==> src/rtl/sram_stream_loader_if.sv <==
// -----------------------------------------------------------------------------
// sram_stream_loader_if
//   Groups the byte-stream handshake and the async SRAM bus that the
//   sram_stream_loader sits between.
//
//   modport master : the loader. It drives the SRAM bus and s_ready.
//                    It samples s_valid/s_data and ram_rdata.
//   modport slave  : the environment. It is the byte source plus the SRAM
//                    chips and the bus mux.
//
//   Signals
//     s_valid/s_ready/s_data : byte stream; a byte transfers when both are high
//     ram_addr               : SRAM word address
//     ram_wdata/ram_data_oe  : write data and its tristate enable
//     ram_rdata              : data read back from the bus
//     ram_ce_n               : one chip select per bank, active-low
//     ram_oe_n/ram_we_n      : read / write strobes, active-low
//     ram_be_n               : byte enables, active-low
// -----------------------------------------------------------------------------
interface sram_stream_loader_if #(
   parameter int ADDR_W    = 20,
   parameter int DATA_W    = 32,
   parameter int NUM_BANKS = 2
);
   logic                   s_valid;
   logic                   s_ready;
   logic [7:0]             s_data;

   logic [ADDR_W-1:0]      ram_addr;
   logic [DATA_W-1:0]      ram_wdata;
   logic                   ram_data_oe;
   logic [DATA_W-1:0]      ram_rdata;
   logic [NUM_BANKS-1:0]   ram_ce_n;
   logic                   ram_oe_n;
   logic                   ram_we_n;
   logic [DATA_W/8-1:0]    ram_be_n;

   modport master (
      input  s_valid, s_data, ram_rdata,
      output s_ready, ram_addr, ram_wdata, ram_data_oe,
             ram_ce_n, ram_oe_n, ram_we_n, ram_be_n
   );

   modport slave (
      output s_valid, s_data, ram_rdata,
      input  s_ready, ram_addr, ram_wdata, ram_data_oe,
             ram_ce_n, ram_oe_n, ram_we_n, ram_be_n
   );
endinterface

==> src/rtl/sram_stream_loader.sv <==
// -----------------------------------------------------------------------------
// sram_stream_loader
//   Preload engine. It packs an incoming byte stream into DATA_W-bit words and
//   writes them to one of NUM_BANKS async SRAMs. Each word can optionally be
//   read back and compared.
//
//   Ports
//     clk, rst      : clock; asynchronous reset, active-high
//     start         : one-cycle job request. It is honoured only in IDLE.
//     abort         : stops the job. A write strobe that has begun is never torn.
//     bank_sel      : target bank, latched at start
//     base_addr     : first word address, latched at start
//     word_count    : number of words to write, latched at start
//     rev_endian    : 0 puts the first byte in the MSB; 1 puts it in the LSB
//     verify_en     : read back and compare every word
//     busy          : high outside IDLE
//     done          : one-cycle pulse when a job finishes cleanly
//     error         : sticky until the next accepted start
//     err_addr      : address of the word that failed to verify,
//                     or base_addr when the bank is bad
//     words_written : words committed by the current job
//     bus           : byte stream and SRAM bus (master side)
//
//   All outputs are registered. Each output register is loaded from the
//   decode of the next state, so the outputs always match the current state.
// -----------------------------------------------------------------------------
module sram_stream_loader #(
   parameter int ADDR_W    = 20,
   parameter int DATA_W    = 32,
   parameter int NUM_BANKS = 2,
   parameter int SETUP_CYC = 1,
   parameter int PULSE_CYC = 2,
   localparam int BANK_W   = (NUM_BANKS > 1) ? $clog2(NUM_BANKS) : 1
) (
   input  logic                clk,
   input  logic                rst,
   input  logic                start,
   input  logic                abort,
   input  logic [BANK_W-1:0]   bank_sel,
   input  logic [ADDR_W-1:0]   base_addr,
   input  logic [ADDR_W:0]     word_count,
   input  logic                rev_endian,
   input  logic                verify_en,
   output logic                busy,
   output logic                done,
   output logic                error,
   output logic [ADDR_W-1:0]   err_addr,
   output logic [ADDR_W:0]     words_written,
   sram_stream_loader_if.master bus
);

   localparam int BPW     = DATA_W / 8;
   localparam int BCNT_W  = (BPW > 1) ? $clog2(BPW) : 1;
   localparam int MAX_CYC = (SETUP_CYC > PULSE_CYC) ? SETUP_CYC : PULSE_CYC;
   localparam int CYC_W   = $clog2(MAX_CYC + 1);

   typedef enum logic [3:0] {
      S_IDLE,
      S_COLLECT,
      S_SETUP,
      S_WRITE,
      S_HOLD,
      S_VERIFY,
      S_NEXT,
      S_DONE,
      S_ERR
   } state_t;

   state_t                 state_q, state_d;

   // Job configuration, latched at start
   logic [BANK_W-1:0]      bank_q, bank_d;
   logic [ADDR_W:0]        count_q, count_d;
   logic                   rev_q, rev_d;
   logic                   verify_q, verify_d;

   // Datapath and bookkeeping
   logic [ADDR_W-1:0]      addr_q, addr_d;
   logic [DATA_W-1:0]      word_q, word_d;
   logic [BCNT_W-1:0]      byte_q, byte_d;
   logic [CYC_W-1:0]       cyc_q, cyc_d;
   logic                   abort_pend_q, abort_pend_d;
   logic [ADDR_W:0]        words_q, words_d;
   logic                   err_q, err_d;
   logic [ADDR_W-1:0]      err_addr_q, err_addr_d;

   // Registered outputs
   logic                   s_ready_q, s_ready_d;
   logic                   busy_q, busy_d;
   logic                   done_q, done_d;
   logic [NUM_BANKS-1:0]   ce_n_q, ce_n_d;
   logic                   oe_n_q, oe_n_d;
   logic                   we_n_q, we_n_d;
   logic [BPW-1:0]         be_n_q, be_n_d;
   logic                   data_oe_q, data_oe_d;

   logic                   access;
   logic [DATA_W-1:0]      byte_ext;
   logic [ADDR_W:0]        words_inc;

   assign byte_ext  = DATA_W'(bus.s_data);
   assign words_inc = words_q + (ADDR_W + 1)'(1);

   // --------------------------------------------------------------------------
   // Next-state and next-output logic
   // --------------------------------------------------------------------------
   always_comb begin
      // NOTE: every signal gets its default first so no path can infer a latch.
      state_d      = state_q;
      bank_d       = bank_q;
      count_d      = count_q;
      rev_d        = rev_q;
      verify_d     = verify_q;
      addr_d       = addr_q;
      word_d       = word_q;
      byte_d       = byte_q;
      cyc_d        = cyc_q;
      abort_pend_d = abort_pend_q;
      words_d      = words_q;
      err_d        = err_q;
      err_addr_d   = err_addr_q;

      case (state_q)
         S_IDLE: begin
            abort_pend_d = 1'b0;
            byte_d       = '0;
            // abort wins over a simultaneous start
            if (start && !abort) begin
               bank_d   = bank_sel;
               count_d  = word_count;
               rev_d    = rev_endian;
               verify_d = verify_en;
               addr_d   = base_addr;
               words_d  = '0;
               err_d    = 1'b0;
               if (int'(bank_sel) >= NUM_BANKS) begin
                  err_d      = 1'b1;
                  err_addr_d = base_addr;
                  state_d    = S_ERR;
               end else if (word_count == '0) begin
                  state_d = S_DONE;
               end else begin
                  state_d = S_COLLECT;
               end
            end
         end

         S_COLLECT: begin
            if (abort) begin
               // any partially assembled word is simply dropped
               byte_d  = '0;
               state_d = S_IDLE;
            end else if (bus.s_valid && s_ready_q) begin
               word_d = rev_q ? ((word_q >> 8) | (byte_ext << (DATA_W - 8)))
                              : ((word_q << 8) | byte_ext);
               if (byte_q == BCNT_W'(BPW - 1)) begin
                  byte_d  = '0;
                  cyc_d   = '0;
                  state_d = S_SETUP;
               end else begin
                  byte_d = byte_q + BCNT_W'(1);
               end
            end
         end

         S_SETUP: begin
            // we_n has not fallen yet, so bailing out here writes nothing
            if (abort) begin
               state_d = S_IDLE;
            end else if (cyc_q == CYC_W'(SETUP_CYC - 1)) begin
               cyc_d   = '0;
               state_d = S_WRITE;
            end else begin
               cyc_d = cyc_q + CYC_W'(1);
            end
         end

         S_WRITE: begin
            // the strobe always runs its full width; abort is only remembered
            if (abort) abort_pend_d = 1'b1;
            if (cyc_q == CYC_W'(PULSE_CYC - 1)) begin
               cyc_d   = '0;
               state_d = S_HOLD;
            end else begin
               cyc_d = cyc_q + CYC_W'(1);
            end
         end

         S_HOLD: begin
            cyc_d = '0;
            if (abort || abort_pend_q) state_d = S_IDLE;
            else if (verify_q)         state_d = S_VERIFY;
            else                       state_d = S_NEXT;
         end

         S_VERIFY: begin
            if (abort) abort_pend_d = 1'b1;
            if (cyc_q == CYC_W'(PULSE_CYC - 1)) begin
               cyc_d = '0;
               if (abort || abort_pend_q) begin
                  state_d = S_IDLE;
               end else if (bus.ram_rdata != word_q) begin
                  err_d      = 1'b1;
                  err_addr_d = addr_q;
                  state_d    = S_ERR;
               end else begin
                  state_d = S_NEXT;
               end
            end else begin
               cyc_d = cyc_q + CYC_W'(1);
            end
         end

         S_NEXT: begin
            // the address wraps naturally at 2**ADDR_W
            addr_d  = addr_q + ADDR_W'(1);
            words_d = words_inc;
            if (abort)                     state_d = S_IDLE;
            else if (words_inc == count_q) state_d = S_DONE;
            else                           state_d = S_COLLECT;
         end

         S_DONE:  state_d = S_IDLE;
         S_ERR:   state_d = S_IDLE;
         default: state_d = S_IDLE;
      endcase

      // Output decode of the state being entered
      access    = (state_d == S_SETUP) || (state_d == S_WRITE) ||
                  (state_d == S_HOLD)  || (state_d == S_VERIFY);
      s_ready_d = (state_d == S_COLLECT);
      busy_d    = (state_d != S_IDLE);
      done_d    = (state_d == S_DONE);
      ce_n_d    = access ? ~(NUM_BANKS'(1) << bank_d) : '1;
      be_n_d    = access ? '0 : '1;
      we_n_d    = (state_d != S_WRITE);
      oe_n_d    = (state_d != S_VERIFY);
      // the data bus is released on the same edge that oe_n falls
      data_oe_d = (state_d == S_SETUP) || (state_d == S_WRITE) ||
                  (state_d == S_HOLD);
   end

   // --------------------------------------------------------------------------
   // State and output registers
   // --------------------------------------------------------------------------
   always_ff @(posedge clk or posedge rst) begin
      // NOTE: clocked logic uses non-blocking assignments only, so every
      // register samples the values from before the edge.
      if (rst) begin
         state_q      <= S_IDLE;
         bank_q       <= '0;
         count_q      <= '0;
         rev_q        <= 1'b0;
         verify_q     <= 1'b0;
         addr_q       <= '0;
         word_q       <= '0;
         byte_q       <= '0;
         cyc_q        <= '0;
         abort_pend_q <= 1'b0;
         words_q      <= '0;
         err_q        <= 1'b0;
         err_addr_q   <= '0;
         s_ready_q    <= 1'b0;
         busy_q       <= 1'b0;
         done_q       <= 1'b0;
         ce_n_q       <= '1;
         oe_n_q       <= 1'b1;
         we_n_q       <= 1'b1;
         be_n_q       <= '1;
         data_oe_q    <= 1'b0;
      end else begin
         state_q      <= state_d;
         bank_q       <= bank_d;
         count_q      <= count_d;
         rev_q        <= rev_d;
         verify_q     <= verify_d;
         addr_q       <= addr_d;
         word_q       <= word_d;
         byte_q       <= byte_d;
         cyc_q        <= cyc_d;
         abort_pend_q <= abort_pend_d;
         words_q      <= words_d;
         err_q        <= err_d;
         err_addr_q   <= err_addr_d;
         s_ready_q    <= s_ready_d;
         busy_q       <= busy_d;
         done_q       <= done_d;
         ce_n_q       <= ce_n_d;
         oe_n_q       <= oe_n_d;
         we_n_q       <= we_n_d;
         be_n_q       <= be_n_d;
         data_oe_q    <= data_oe_d;
      end
   end

   assign busy            = busy_q;
   assign done            = done_q;
   assign error           = err_q;
   assign err_addr        = err_addr_q;
   assign words_written   = words_q;

   assign bus.s_ready     = s_ready_q;
   assign bus.ram_addr    = addr_q;
   assign bus.ram_wdata   = word_q;
   assign bus.ram_data_oe = data_oe_q;
   assign bus.ram_ce_n    = ce_n_q;
   assign bus.ram_oe_n    = oe_n_q;
   assign bus.ram_we_n    = we_n_q;
   assign bus.ram_be_n    = be_n_q;

endmodule

==> src/flat_wrapper.sv <==
// flat-port wrapper written by rule: the top's interface ports become plain ports
module sram_stream_loader_flat 
#(
   parameter int ADDR_W    = 20,
   parameter int DATA_W    = 32,
   parameter int NUM_BANKS = 2,
   parameter int SETUP_CYC = 1,
   parameter int PULSE_CYC = 2,
   localparam int BANK_W   = (NUM_BANKS > 1) ? $clog2(NUM_BANKS) : 1
)
  (clk, rst, start, abort, bank_sel, base_addr, word_count, rev_endian, verify_en, busy, done, error, err_addr, words_written, bus_s_valid, bus_s_data, bus_ram_rdata, bus_s_ready, bus_ram_addr, bus_ram_wdata, bus_ram_data_oe, bus_ram_ce_n, bus_ram_oe_n, bus_ram_we_n, bus_ram_be_n);
  sram_stream_loader_if #(.ADDR_W(ADDR_W), .DATA_W(DATA_W), .NUM_BANKS(NUM_BANKS)) bus_i ();
  input  logic clk;
  input  logic rst;
  input  logic start;
  input  logic abort;
  input  logic [BANK_W-1:0] bank_sel;
  input  logic [ADDR_W-1:0] base_addr;
  input  logic [ADDR_W:0] word_count;
  input  logic rev_endian;
  input  logic verify_en;
  output logic busy;
  output logic done;
  output logic error;
  output logic [ADDR_W-1:0] err_addr;
  output logic [ADDR_W:0] words_written;
  input wire logic [$bits(bus_i.s_valid)-1:0] bus_s_valid;
  input wire logic [$bits(bus_i.s_data)-1:0] bus_s_data;
  input wire logic [$bits(bus_i.ram_rdata)-1:0] bus_ram_rdata;
  output wire logic [$bits(bus_i.s_ready)-1:0] bus_s_ready;
  output wire logic [$bits(bus_i.ram_addr)-1:0] bus_ram_addr;
  output wire logic [$bits(bus_i.ram_wdata)-1:0] bus_ram_wdata;
  output wire logic [$bits(bus_i.ram_data_oe)-1:0] bus_ram_data_oe;
  output wire logic [$bits(bus_i.ram_ce_n)-1:0] bus_ram_ce_n;
  output wire logic [$bits(bus_i.ram_oe_n)-1:0] bus_ram_oe_n;
  output wire logic [$bits(bus_i.ram_we_n)-1:0] bus_ram_we_n;
  output wire logic [$bits(bus_i.ram_be_n)-1:0] bus_ram_be_n;
  assign bus_i.s_valid = bus_s_valid;
  assign bus_i.s_data = bus_s_data;
  assign bus_i.ram_rdata = bus_ram_rdata;
  assign bus_s_ready = bus_i.s_ready;
  assign bus_ram_addr = bus_i.ram_addr;
  assign bus_ram_wdata = bus_i.ram_wdata;
  assign bus_ram_data_oe = bus_i.ram_data_oe;
  assign bus_ram_ce_n = bus_i.ram_ce_n;
  assign bus_ram_oe_n = bus_i.ram_oe_n;
  assign bus_ram_we_n = bus_i.ram_we_n;
  assign bus_ram_be_n = bus_i.ram_be_n;
  sram_stream_loader #(.ADDR_W(ADDR_W), .DATA_W(DATA_W), .NUM_BANKS(NUM_BANKS), .SETUP_CYC(SETUP_CYC), .PULSE_CYC(PULSE_CYC)) u_core (.clk(clk), .rst(rst), .start(start), .abort(abort), .bank_sel(bank_sel), .base_addr(base_addr), .word_count(word_count), .rev_endian(rev_endian), .verify_en(verify_en), .busy(busy), .done(done), .error(error), .err_addr(err_addr), .words_written(words_written), .bus(bus_i));
endmodule
==> config.mk <==
export PLATFORM = sky130hd
export DESIGN_NAME = sram_stream_loader_flat
export DESIGN_NICKNAME = d
export VERILOG_FILES = /design/src/rtl/sram_stream_loader_if.sv /design/src/rtl/sram_stream_loader.sv /design/src/flat_wrapper.sv
export SDC_FILE = /design/constraint.sdc
export NUM_CORES = 1
export LEC_CHECK = 0
export CELL_PAD_IN_SITES_DETAIL_PLACEMENT = 1
export CELL_PAD_IN_SITES_GLOBAL_PLACEMENT = 2
export CORE_MARGIN = 5
export CORE_UTILIZATION = 31
export DETAILED_ROUTE_END_ITERATION = 12
export GPL_TIMING_DRIVEN = 0
export PLACE_DENSITY = 0.86
export SLEW_MARGIN = 15
export SYNTH_ARGS = -nofsm -noshare
export SYNTH_HDL_FRONTEND = slang
export SYNTH_SLANG_ARGS = --single-unit
==> constraint.sdc <==
create_clock -name clk -period 9.35 [get_ports clk]
set_input_delay 1.4025 -clock clk [delete_from_list [all_inputs] [get_ports clk]]
set_output_delay 1.4025 -clock clk [all_outputs]
set_load 0.005 [all_outputs]
==> reports/qor.yml, run 1 <==
placement:
  dp_slack_ns: 4.88
  io_buffers: 194
  gp_congestion: 0.807
  hpwlAfterDp_mm: 19.2
  dp.cells: 1278
synthesis:
  syn_inst: 770
  netlist_area_um2: 7220
  synth_top_area_share_pct: 45.4
  ys_seq_elements: 136
  synth_common_cells: "145 x nand2_1, 131 x dfrtp_1, 73 x o21ai_0"
  synth_enable_flop_cells: 0
  syn_nets: 865
  ys.flop_type: "dfrtp_1"
  yosysWarnings: 0
  ys_async_sr_fraction_pct: 100
  syn_area_per_cell_um2: 9.38
  synthDistinctLibCells: 59
  ys_seq_area_share_pct: 47.2
  yosysMostFrequentCell: "nand2_1"
  synth_top_cell_by_area: "dfrtp_1"
  synth.area.top_cells: "dfrtp_1 45%, nand2_1 7.5%, xnor2_1 6.2%"
timing:
  setup_slack_ns: 5.38
  min_period_ns: 3.97
  fin_crit_sh_pct: 42.5
  setup_viol: 0
  final-max-slew-violation-count: 0
  clock_skew_ns: 0.00981
  finalHoldViolations: 0
  timing.fmax_mhz: 252
  tightestPinTransition_ns: 0.961
  rsz0062_at_grt: "false"
  max_slew_margin_pct: 34.3
  fin_tns_setup_ns: 0
grt:
  grt_pass1_vias: 7132
  grt_remaining_overflow: 0
  antenna_found_initial: 0
  grt_pass1_wl_mm: 40.3
  grt_max_degree: 95
  grt_use_total_pct: 19.4
cells_and_area:
  final_cells: 1310
  drive_gt1_share_pct: 8.63
  antenna_cells: 0
  nNetsFinal: 1079
  syn_to_final_growth_pct: 41.1
floorplanning:
  die_w_um: 163
  core_area_um2: 22800
  dieArea_um2: 26500
  start_util_pct: 31.7
  fp-row-count: 55
  die_h_um: 163
  num_io_pins: 195
run:
  drv_cap: 0
power:
  pwr-share-clk_pct: 35.9
  pwr-share-seq_pct: 40.6
  leakage_nw: 4.25
  swShare_pct: 30.9
  ir_worst_vdd_v: 0.000131
  comb_power_share_pct: 23.6
  internal_power_mw: 1.34
  power_mw: 1.94
  power_switching_mw: 0.599
  pwr_density_cell_nw_per_um2: 190
route:
  drc_errors: 0
  vias_per_cell: 5.14
  vias: 6736
  wl_mm: 25.8
  drt-initial-drc-count: 351
  drt_pass1_iterations: 4
  postRouteAntennaNets: 0
  wl_per_cell_um: 19.7
setup_path:
  r2r-end: "u_core.bus.s_ready$_DFF_PP0_"
  cp_top_family: "simple AND/OR/NAND/NOR gates"
  cp.arrival_ns: 4.25
  cp_common_cell: "clkbuf_1"
  cp_max_fo: 10
  start_kind: "primary input"
  required_ns: 9.63
  cp_num_buf_inv: 3
  crit_type: "primary input to flop"
  cp_slowest_cell: "nor4_1"
  ff2ff_setup_slack_ns: 5.93
  cp_slowest_stage_delay_ns: 0.79
  rr_worst_depth: 8
  r2r-start: "u_core.words_written[0]$_DFFE_PP0P_"
  cp_cell_sequence: "clkdlybuf4s50_1 -> nor4_1 -> and3b_1 -> clkbuf_1 -> nor2_1 -> clkbuf_1 -> o21ai_0 -> o41ai_1"
  crit_path_end_kind: "flop"
cts:
  clock-sinks: 136
  clock_latency_ns: 0.42
  cts.clk_slew.worst_paths_ns: 0.06
  cts.hold.buffers_added: 0
  post_cts_buffers: 0
  ctsLongestPathBuffers: 2
  numCtsBuffers: 17
  htree_levels: 4
  cts_tree: "yes"
  cts-root-buf: "clkbuf_16"
  cts_resized: 0
hold_path:
  min_path_type: "flop to flop"
  hold_depth: 2
  hold_path_end: "u_core.error$_DFFE_PP0P_"
  min_from: "u_core.error$_DFFE_PP0P_"
run_status:
  status: "finished, final reports clean"
-- per-stage QoR --
step                      cell area, um2  util, %  hold WS [ns]
after global placement              9560     42.0         0.461
after global routing               10200     44.8         0.518
after floorplan                     7220        -         0.452
after detailed placement            9590     42.1         0.476
after CTS                          10200     44.8         0.490
final                              10200     44.8         0.490
-- kinds of logic after synthesis --
logic type	count (synthesis)	synth area share (%)
XOR/XNOR	63	7.74
AO/OA/AOI/OAI	151	13.0
multiplexers	52	7.52
adder cells (fa/ha/maj)	6	1.04
flip-flops	136	47.2
AND/OR/NAND/NOR	300	19.9
buffers and inverters	62	3.69
-- cell type report --
cell class / count / area, um2
fill: 2611 / 12600
clock buffer: 18 / 439
tap: 313 / 392
buffer: 49 / 218
sequential: 136 / 3410
multi-input combinational: 572 / 3550
inverter: 13 / 56.3
clock inverter: 14 / 164
timing repair buffer: 195 / 1970
-- worst max-delay path by stage --
stage / from / endpoint / slack [ns] / depth (start not counted)
after floorplan: rst / u_core.abort_pend_q$_DFFE_PP0P_ / 4.32 / 1
after global placement: rst / u_core.err_addr[10]$_DFFE_PP0P_ / 1.95 / 2
after detailed placement: bus_ram_rdata[10] / u_core.err_addr[17]$_DFFE_PP0P_ / 4.88 / 8
after CTS: bus_ram_rdata[10] / u_core.err_addr[0]$_DFFE_PP0P_ / 5.33 / 8
after global routing: abort / u_core.words_written[8]$_DFFE_PP0P_ / 5.13 / 8
final: abort / u_core.words_written[8]$_DFFE_PP0P_ / 5.38 / 8
-- cells in the final DEF, fill, tap and decap left out, types with 5 or more instances in the layout --
cell	n
nor3_1	12
dfrtp_1	131
xnor2_1	51
xor2_1	11
clkdlybuf4s50_1	194
ha_1	6
clkbuf_16	17
buf_2	16
nand3_1	20
a31oi_1	7
mux2_2	18
nand4_1	22
a21oi_1	18
inv_1	12
dfstp_2	5
a211oi_1	14
o21ai_0	73
and3_1	11
nand2_1	145
nor4_1	11
mux2i_1	34
clkbuf_1	28
a311oi_1	10
or3_1	5
o31ai_1	7
nor2_1	43
-- registers in the layout, summed over array words and instances, names as in the netlist, 2 cells and up --
register              cells
u_core.count_q           21
u_core.err_addr          20
u_core.bus.ram_wdata     32
u_core.bus.ram_addr      20
u_core.cyc_q              2
u_core.words_written     21
u_core.state_q            4
u_core.byte_q             2
u_core.bus.ram_ce_n       2
-- power by group through the flow --
stage / Combinational [mW] / Clock [mW] / Sequential (mW)
floorplan: 0.235 / 0 / 0.765
global placement: 0.448 / 0 / 0.794
detailed placement: 0.460 / 0 / 0.797
CTS: 0.463 / 0.709 / 0.787
global route: 0.501 / 0.731 / 0.800
finish: 0.456 / 0.695 / 0.785
-- routing by layer --
layer / share of wire [%] / up-vias / global-route usage [%] / wire length [um]
li1: - / 3162 / - / -
met1: 45 / 3368 / 25.3 / 11600
met2: 48 / 189 / 33.0 / 12500
met3: 5.9 / 17 / 4.30 / 1530
met4: 0.95 / 0 / 4.31 / 246
met5: 0 / - / 0 / 0
-- worst register-to-register path, stage by stage (launching register included) --
cell	delay (ns)
dfrtp_1	0.47
ha_1	0.30
nand3_1	0.31
nor3_1	0.63
nand4_1	0.26
xnor2_1	0.22
a2111o_1	0.43
nor4_2	0.52
nor4_1	0.15
Note: power is estimated with default switching activity, not from simulation.
==> run 2: changes to the inputs <==
--- a/config.mk
+++ b/config.mk
@@ -8,10 +8,10 @@
 export CELL_PAD_IN_SITES_DETAIL_PLACEMENT = 1
 export CELL_PAD_IN_SITES_GLOBAL_PLACEMENT = 2
 export CORE_MARGIN = 5
-export CORE_UTILIZATION = 31
+export CORE_UTILIZATION = 26
 export DETAILED_ROUTE_END_ITERATION = 12
 export GPL_TIMING_DRIVEN = 0
-export PLACE_DENSITY = 0.86
+export PLACE_DENSITY = 0.77
 export SLEW_MARGIN = 15
 export SYNTH_ARGS = -nofsm -noshare
 export SYNTH_HDL_FRONTEND = slang
==> constraint.sdc (replaced) <==
create_clock -name clk -period 3.3 [get_ports clk]
set_input_delay 0.495 -clock clk [delete_from_list [all_inputs] [get_ports clk]]
set_output_delay 0.495 -clock clk [all_outputs]
set_load 0.005 [all_outputs]
==> run 2 against run 1 <==
Power rose to 2.9 times the previous value. Sequential power grew to 2.8 times the previous value. Sequential share of layout area down 0.65 points. Critical endpoint unchanged. Largest cell class unchanged.
==> reports/qor.yml, run 2 (synthesis gave the netlist of run 1 again) <==
setup_path:
  cp_max_fo: 10
  crit_type: "primary input to flop"
  cp_cell_sequence: "clkdlybuf4s50_1 -> nor4_1 -> and3b_1 -> clkbuf_1 -> nor2_1 -> clkbuf_1 -> o21ai_0 -> o41ai_1"
  cp_slowest_cell: "nor4_1"
  cp_slowest_stage_delay_ns: 0.77
  required_ns: 3.57
  start_kind: "primary input"
  cp_common_cell: "clkbuf_1"
  cp_num_buf_inv: 3
  rr_worst_depth: 8
  crit_path_end_kind: "flop"
  cp.depth: 8
  cp.arrival_ns: 3.36
  ff2ff_setup_slack_ns: 0.22
  cp_top_family: "simple AND/OR/NAND/NOR gates"
cells_and_area:
  drive_gt1_share_pct: 9.19
  nNetsFinal: 1083
  final_cell_mix: "194 x clkdlybuf4s50_1, 145 x nand2_1, 131 x dfrtp_1"
  layout_commonest_cell: "clkdlybuf4s50_1"
  register_area_um2: 3410
  nFillCells: 3205
  antenna_cells: 0
  largest_reg_flops: 32
  fin_area_um2: 10400
  syn_to_final_growth_pct: 43.9
  multiInputGateArea_um2: 3570
grt:
  grt_max_degree: 34
  grt_pass1_vias: 7136
  grt_remaining_overflow: 0
  antenna_found_initial: 0
  grt_pass1_wl_mm: 41.7
  grt_use_total_pct: 17.1
power:
  swShare_pct: 30.4
  leakage_nw: 4.31
  pwr_density_cell_nw_per_um2: 540
  internal_power_mw: 3.91
  comb_power_share_pct: 23.3
  power_switching_mw: 1.71
  pwr-share-clk_pct: 37.0
  ir_worst_vdd_v: 0.000312
  power_mw: 5.61
  pwr-share-seq_pct: 39.7
placement:
  hpwlAfterDp_mm: 20.1
  io_buffers: 194
  post_dp_cell_area_um2: 9750
  gp_congestion: 0.789
cts:
  post_cts_buffers: 0
  cts_resized: 1
  cts_tree: "yes"
  cts-root-buf: "clkbuf_16"
  numCtsBuffers: 17
  clock_latency_ns: 0.42
  clock-sinks: 136
  htree_levels: 4
  cts.hold.buffers_added: 0
  ctsLongestPathBuffers: 2
  cts.clk_slew.worst_paths_ns: 0.07
timing:
  finalHoldViolations: 0
  max_slew_margin_pct: 40.5
  final-max-slew-violation-count: 0
  fin_crit_sh_pct: 93.7
  timing.fmax_mhz: 323
  tightestPinTransition_ns: 0.889
  min_period_ns: 3.09
  setup_viol: 0
  rsz0062_at_grt: "false"
  clock_skew_ns: 0.0115
floorplanning:
  core_area_um2: 27600
  start_util_pct: 26.1
  fp-row-count: 61
  die_w_um: 177
  die_h_um: 177
  dieArea_um2: 31200
  num_io_pins: 195
route:
  wl_mm: 26.7
  drc_errors: 0
  postRouteAntennaNets: 0
  drt-initial-drc-count: 345
  drt_pass1_iterations: 4
  vias_per_cell: 4.92
  vias: 6783
  wl_per_cell_um: 19.4
hold_path:
  min_path_type: "primary input to asynchronous set/reset pin"
run_status:
  status: "finished, final reports clean"
run:
  drv_cap: 0
## run 2: cell types whose count changed in the layout (fill, tap and decap cells not counted), moves of 2 or more
cell      previous run  this run
clkinv_4             4         0
buf_12               0         4
inv_8                2         0
clkbuf_8             1         3
## run 2: worst register-to-register path, cell delays in order (launching register included)
cell	delay [ns]
dfrtp_1	0.48
ha_1	0.30
nand3_1	0.33
nor3_2	0.43
nand4_1	0.22
xnor2_1	0.22
a2111o_1	0.44
nor4_4	0.39
nor4_1	0.11
## run 2: worst paths after layout
| kind | startpoint | to |
|---|---|---|
| worst min-delay path | rst | u_core.bus.ram_wdata[5]$_DFFE_PP0P_ |
| min in group clk | u_core.bank_q$_DFF_PP0_ | u_core.bank_q$_DFF_PP0_ |
| worst max-delay path | abort | u_core.words_written[8]$_DFFE_PP0P_ |
| worst min register to register | u_core.bank_q$_DFF_PP0_ | u_core.bank_q$_DFF_PP0_ |
| max in group asynchronous | rst | u_core.bus.ram_be_n[2]$_DFF_PP1_ |
| worst max register to register | u_core.words_written[0]$_DFFE_PP0P_ | u_core.bus.s_ready$_DFF_PP0_ |
## run 2: power groups by stage
stage | Clock [mW] | Combinational, mW | Sequential [mW]
finish | 2.08 | 1.31 | 2.23
global route | 2.21 | 1.44 | 2.27
CTS | 2.12 | 1.33 | 2.23
detailed placement | 0 | 1.32 | 2.26
global placement | 0 | 1.28 | 2.26
floorplan | 0 | 0.666 | 2.17
## run 2: per-layer routing
metal | routed length, um | part of all wire, % | GRT usage (%)
met1 | 12300 | 46 | 22.6
met3 | 1360 | 5.1 | 4.08
met4 | 273 | 1.0 | 3.68
met5 | 0 | 0 | 0
met2 | 12800 | 48 | 28.6
## run 2: metrics by stage
step / hold WS, ns / cells / setup slack, ns / utilization (%) / TNS [ns]
CTS: 0.416 / 1379 / 0.0755 / 37.6 / 0
floorplan: 0.452 / 770 / 0.797 / - / 0
global route: 0.450 / 1379 / 0.0170 / 37.6 / 0
global placement: 0.467 / 1342 / -0.407 / 34.9 / -55.36
detailed placement: 0.479 / 1347 / -0.353 / 35.3 / -5.21
finish: 0.415 / 1379 / 0.209 / 37.6 / 0
## run 2: final cells by class
cell class              count  share of cell area [%]
clock inverters            12                    1.55
plain buffers              49                    2.09
inverters                  13                   0.505
repair buffers            199                    19.7
well taps                 378                    4.55
clock buffers              20                    4.49
multi-input cells         572                    34.3
flip-flops and latches    136                    32.8
==> run 3: changes to the inputs <==
--- a/config.mk
+++ b/config.mk
@@ -5,6 +5,7 @@
 export SDC_FILE = /design/constraint.sdc
 export NUM_CORES = 1
 export LEC_CHECK = 0
+export ABC_CLOCK_PERIOD_IN_PS = 3300
 export CELL_PAD_IN_SITES_DETAIL_PLACEMENT = 1
 export CELL_PAD_IN_SITES_GLOBAL_PLACEMENT = 2
 export CORE_MARGIN = 5
==> results of run 3 <==
Final layout, timing and power as in run 2 (identical DEF).
